### config.mk
export PLATFORM = sky130hd
export DESIGN_NAME = lab3_mem_memreq_arbiter
export DESIGN_NICKNAME = d
export VERILOG_FILES = /design/src/rtl/lab3_mem_memreq_arbiter.sv
export SDC_FILE = /design/constraint.sdc
export NUM_CORES = 1
export LEC_CHECK = 0
export BUFFER_PORTS_ARGS = -buffer_cell sky130_fd_sc_hd__buf_2
export CAP_MARGIN = 20
export CORE_AREA = 2 2 381 383
export CTS_CLUSTER_DIAMETER = 80
export DETAILED_ROUTE_END_ITERATION = 7
export DIE_AREA = 0 0 383 385
export HOLD_SLACK_MARGIN = 0.02
export PLACE_DENSITY_LB_ADDON = 0.12
export SYNTH_ARGS = -nofsm -noshare
export SYNTH_HDL_FRONTEND = slang
export SYNTH_SLANG_ARGS = --single-unit
### constraint.sdc
create_clock -name clk -period 3.5 [get_ports clk]
set_input_delay 0.175 -clock clk [delete_from_list [all_inputs] [get_ports clk]]
set_output_delay 0.175 -clock clk [all_outputs]
set_load 0.05 [all_outputs]
### src/rtl/lab3_mem_memreq_arbiter.sv
// lab3_mem_memreq_arbiter: round-robin merge of two bank memreq streams with in-order response steering
module lab3_mem_memreq_arbiter #(
  parameter int p_req_nbits  = 175,
  parameter int p_resp_nbits = 145,
  parameter int p_max_inflt  = 4
) (
  input  logic                    clk,
  input  logic                    reset,
  input  logic                    in0_req_val,
  output logic                    in0_req_rdy,
  input  logic [p_req_nbits-1:0]  in0_req_msg,
  input  logic                    in1_req_val,
  output logic                    in1_req_rdy,
  input  logic [p_req_nbits-1:0]  in1_req_msg,
  output logic                    in0_resp_val,
  input  logic                    in0_resp_rdy,
  output logic [p_resp_nbits-1:0] in0_resp_msg,
  output logic                    in1_resp_val,
  input  logic                    in1_resp_rdy,
  output logic [p_resp_nbits-1:0] in1_resp_msg,
  output logic                    memreq_val,
  input  logic                    memreq_rdy,
  output logic [p_req_nbits-1:0]  memreq_msg,
  input  logic                    memresp_val,
  output logic                    memresp_rdy,
  input  logic [p_resp_nbits-1:0] memresp_msg
);
  localparam int AW = $clog2(p_max_inflt);
  localparam int CW = AW + 1;
  localparam logic [CW-1:0] MAX = CW'(p_max_inflt);
  logic [p_max_inflt-1:0] ids_q, ids_d;
  logic [AW-1:0] wr_ptr_q, wr_ptr_d, rd_ptr_q, rd_ptr_d;
  logic [CW-1:0] count_q, count_d;
  logic prio_q, prio_d;
  logic full, empty, gnt0, gnt1, push, pop, head;
  // grant selection, request handshake and response steering
  always_comb begin
    full = count_q == MAX;
    empty = count_q == '0;
    gnt0 = in0_req_val & (~prio_q | ~in1_req_val);
    gnt1 = in1_req_val & (prio_q | ~in0_req_val);
    memreq_val = ~full & (in0_req_val | in1_req_val);
    memreq_msg = gnt1 ? in1_req_msg : in0_req_msg;
    in0_req_rdy = ~full & gnt0 & memreq_rdy;
    in1_req_rdy = ~full & gnt1 & memreq_rdy;
    push = memreq_val & memreq_rdy;
    head = ids_q[rd_ptr_q];
    in0_resp_val = memresp_val & ~empty & ~head;
    in1_resp_val = memresp_val & ~empty & head;
    in0_resp_msg = memresp_msg;
    in1_resp_msg = memresp_msg;
    memresp_rdy = ~empty & (head ? in1_resp_rdy : in0_resp_rdy);
    pop = memresp_val & memresp_rdy;
  end
  // ID FIFO bookkeeping and priority rotation after each issued request
  always_comb begin
    ids_d = ids_q;
    ids_d[wr_ptr_q] = push ? gnt1 : ids_q[wr_ptr_q];
    wr_ptr_d = push ? wr_ptr_q + AW'(1) : wr_ptr_q;
    rd_ptr_d = pop ? rd_ptr_q + AW'(1) : rd_ptr_q;
    count_d = count_q + CW'(push) - CW'(pop);
    prio_d = push ? ~gnt1 : prio_q;
  end
  // state registers
  always_ff @(posedge clk) begin
    if (reset) begin
      ids_q <= '0;
      wr_ptr_q <= '0;
      rd_ptr_q <= '0;
      count_q <= '0;
      prio_q <= 1'b0;
    end else begin
      ids_q <= ids_d;
      wr_ptr_q <= wr_ptr_d;
      rd_ptr_q <= rd_ptr_d;
      count_q <= count_d;
      prio_q <= prio_d;
    end
  end
  // memory must never answer with nothing outstanding
  assert property (@(posedge clk) disable iff (reset) !(memresp_val && empty))
    else $error("memresp_val asserted while no request is outstanding");
endmodule

==> run_results.csv <==
group,metric,value,unit
clocking,clk_latency,0.24,ns
route,drc_errors,0,
clocking,cts_tree,"built",
route,drt_wl_total,56.87,mm
clocking,cts_root_buf,"clkbuf_16",
sta,relSlewSlack,0.6117,
sta,tns,0,ns
synthesis,synth.most_common_cell,"buf_4",
synthesis,synth_cell_types,33,
setup_path,crit_type,"reg -> reg",
synthesis,yosys.area.top_type,"buf_4",
grt,grt_max_degree,85,
synthesis,synth_area,4960,um2
synthesis,synth_warnings,0,
power_and_ir_drop,p_switching,1.509,mW
clocking,cts_hold_buf,0,
placed_design,place_inst,2693,
final_layout,layout-drive-gt1-share,0.9169,
floorplan,io_pins,974,
setup_path,cp-end-kind,"flip-flop",
power_and_ir_drop,leakagePower,3.230,nW
power_and_ir_drop,switching_share,0.6258,
sta,finClkSkew,0.001666,ns
worst_hold_path,hold_path_depth,2,
outcome,status,"finished, final reports clean",
final_layout,final_area,7945,um2
synthesis,synthFlopType,"dfxtp_1",
power_and_ir_drop,power.density,303.5,nW/um2
sta,setup_ws,0.7646,ns
final_layout,nFillCells,16990,
grt,track_usage,0.07238,
worst_hold_path,holdPathEnd,"count_q[1]",
sta,min_period_over_period,0.7815,
power_and_ir_drop,seqPwrFrac,0.084,
synthesis,synth_top_cells_by_area,"buf_4 44%, mux2_2 39%, dfxtp_1 4.8%",
synthesis,synth_fp_nets,1066,
synthesis,synth_top_area_share,0.4390,
grt,antenna_found_initial,36,
synthesis,yosysSeqAreaShare,0.04844,
setup_path,critPathLaunchType,"flip-flop",
placed_design,dpl_cell_area,7849,um2
placed_design,place_hpwl,53.97,mm
sta,hold_viol,0,
synthesis,syn_avg_cell_area,8.920,um2
worst_hold_path,hold_class,"in -> reg",
clocking,cts_setup_buffers,0,
floorplan,die_w,383,um
final_layout,layout.cells.non_filler,2700,
grt,grt_remaining_overflow,0,
synthesis,ys_ff_latch,12,
setup_path,arrival,2.85,ns
route,wl_per_cell,21.06,um
sta,slew_violations,0,
setup_path,cp.required,3.62,ns
clocking,htreeDepth,1,
power_and_ir_drop,pwr-share-clk,0.098,
grt,grt_pass1_wl,67.07,mm
route,drt-vias-per-instance,1.815,
clocking,clk_pin_slew,0.05,ns
floorplan,die_area,147500,um2
clocking,cts_buffer_depth,2,
setup_path,worstPathMaxFanout,4,
power_and_ir_drop,p_int,0.9022,mW
placed_design,place_ws,0.7752,ns
setup_path,timing.rr.start,"rd_ptr_q[0]",
final_layout,fin_nets,1305,
floorplan,initial_core_util,0.03465,
sta,max_freq,365.6,MHz
route,via_count,4901,
sta,worst_pin_slew,0.5799,ns
sta,rsz0062_at_grt,"false",
synthesis,async_reset_ff_frac,0,
power_and_ir_drop,ir_drop,154.7,uV
placed_design,port_buffers,538,
route,ant_nets,0,
synthesis,synth_edf_count,0,
floorplan,rows,139,
run,cap_viol_max_count,0,
final_layout,syn2layout_area_growth,60.19,%
route,drt-pass1-iter-count,4,
setup_path,reg2reg_slack,0.76,ns
setup_path,worst_r2r_path_depth,11,
clocking,cts_buffers,3,
floorplan,fp.coreArea,143100,um2
sta,setup_violations,0,
grt,grt_pass1_vias,5305,
power_and_ir_drop,combPwrFrac,0.819,
placed_design,place_congestion,0.8157,
sta,finalWorstPathRequiredPeriod,2.735,ns
route,drt_iter0_drc,98,
floorplan,die_h,385,um
setup_path,reg2reg_to,"count_q[2]",
final_layout,final_util,0.05551,
synthesis,syn_inst,556,
clocking,clkSinkCount,12,
synthesis,ys_top_cells_by_count,"290 x buf_4, 172 x mux2_2, 18 x buf_2",
clocking,cts_resized,0,
worst_hold_path,hold_start,"reset",
==> flip-flops by register name, indices dropped and copies added (netlist names) <==
| register | flops |
|---|---|
| rd_ptr_q | 2 |
| ids_q | 4 |
| prio_q | 1 |
| count_q | 3 |
| wr_ptr_q | 2 |
==> how the worst max path moves through the flow <==
stage | startpoint | to | slack [ns] | cells after the start
floorplan | rd_ptr_q[0] | count_q[2] | 0.99 | 11
global placement | rd_ptr_q[0] | count_q[2] | 0.72 | 11
detailed placement | rd_ptr_q[0] | count_q[2] | 0.78 | 11
CTS | rd_ptr_q[0] | count_q[2] | 0.73 | 11
global route | rd_ptr_q[0] | count_q[2] | 0.62 | 11
finish | rd_ptr_q[0] | count_q[2] | 0.76 | 11
==> worst max-delay path: stages, from the launching register on <==
cell     delay [ns]
dfxtp_1        0.39
mux4_2         0.57
mux2i_2        0.30
nor2_2         0.09
ha_1           0.28
inv_1          0.06
ha_1           0.14
inv_1          0.05
fa_1           0.38
xor2_1         0.17
xnor2_1        0.14
nor2_1         0.06
==> layout by cell type, fill, tap and decap left out <==
| cell type | netlist | final |
|---|---|---|
| o21bai_1 | 4 | 4 |
| o21ai_1 | 1 | 1 |
| mux2_1 | 3 | 3 |
| xor2_1 | 1 | 1 |
| fa_1 | 1 | 1 |
| buf_4 | 290 | 3 |
| nor2_1 | 10 | 10 |
| mux2_4 | 2 | 2 |
| clkbuf_8 | 0 | 1 |
| buf_2 | 18 | 538 |
| o211ai_1 | 1 | 1 |
| mux2_2 | 172 | 172 |
| mux2i_1 | 1 | 1 |
| nand2_1 | 2 | 2 |
| a41oi_1 | 4 | 4 |
| nand3_1 | 1 | 1 |
| inv_1 | 5 | 5 |
| nor2b_1 | 4 | 4 |
| clkbuf_16 | 0 | 3 |
| and3_1 | 2 | 2 |
| xnor2_1 | 2 | 2 |
| o21ai_4 | 0 | 1 |
| nand2b_1 | 1 | 1 |
| ha_1 | 6 | 6 |
| dfxtp_1 | 12 | 12 |
| and2_1 | 1 | 1 |
| mux2i_2 | 1 | 1 |
| nor2_2 | 1 | 1 |
| buf_12 | 0 | 3 |
| o21a_1 | 1 | 1 |
| nor3b_2 | 1 | 1 |
| or3b_1 | 1 | 1 |
| mux4_2 | 2 | 2 |
| diode_2 | 0 | 3 |
| nor3_1 | 1 | 1 |
| a32oi_1 | 1 | 1 |
==> kinds of logic (layout without fill, tap and decap cells) <==
family                     count (synthesis)  count (layout)  share of synthesized area
AOI/OAI and AO/OA                         13              13                    0.02069
xor gates and xnor gates                   3               3                   0.005299
buffers and inverters                    315             553                     0.4624
adders and majority gates                  7               7                    0.01917
muxes                                    181             181                     0.4173
and+or+nand+nor                           25              25                    0.02674
DFF                                       12              12                    0.04844
other                                      0               3                          0
==> stage by stage <==
stage	hold WS (ns)	total power, mW
6_report	0.2869	2.411
5_1_grt	0.2992	2.536
4_1_cts	0.2790	2.492
3_5_place_dp	0.3505	2.242
3_3_place_gp	0.3505	2.243
2_1_floorplan	0.3431	2.263
==> metal layers <==
layer  vias up  part of all wire  global-route usage
li1       2061                 -                   -
met1      2025              0.39             0.08052
met2       623              0.47              0.1254
met3       154              0.11             0.03463
met4        38             0.026             0.01349
met5         -            0.0046                   0
==> power by group through the flow <==
stage | clock network, mW | registers [mW] | logic [mW]
final | 0.236 | 0.202 | 1.97
after global routing | 0.249 | 0.207 | 2.08
after CTS | 0.243 | 0.203 | 2.05
after detailed placement | 0 | 0.205 | 2.04
after global placement | 0 | 0.205 | 2.04
after floorplan | 0 | 0.196 | 2.07
==> final cells by class <==
class | count | area, um2 | share of cell area
Antenna cell | 3 | 7.507 | 0.0009449
Inverter | 5 | 18.77 | 0.002362
Timing Repair Buffer | 544 | 2775 | 0.3493
Multi-Input combinational cell | 229 | 2434 | 0.3063
Clock buffer | 4 | 88.84 | 0.01118
Tap cell | 1903 | 2381 | 0.2997
Sequential cell | 12 | 240.2 | 0.03024
Power figures use the tool's default switching activity.
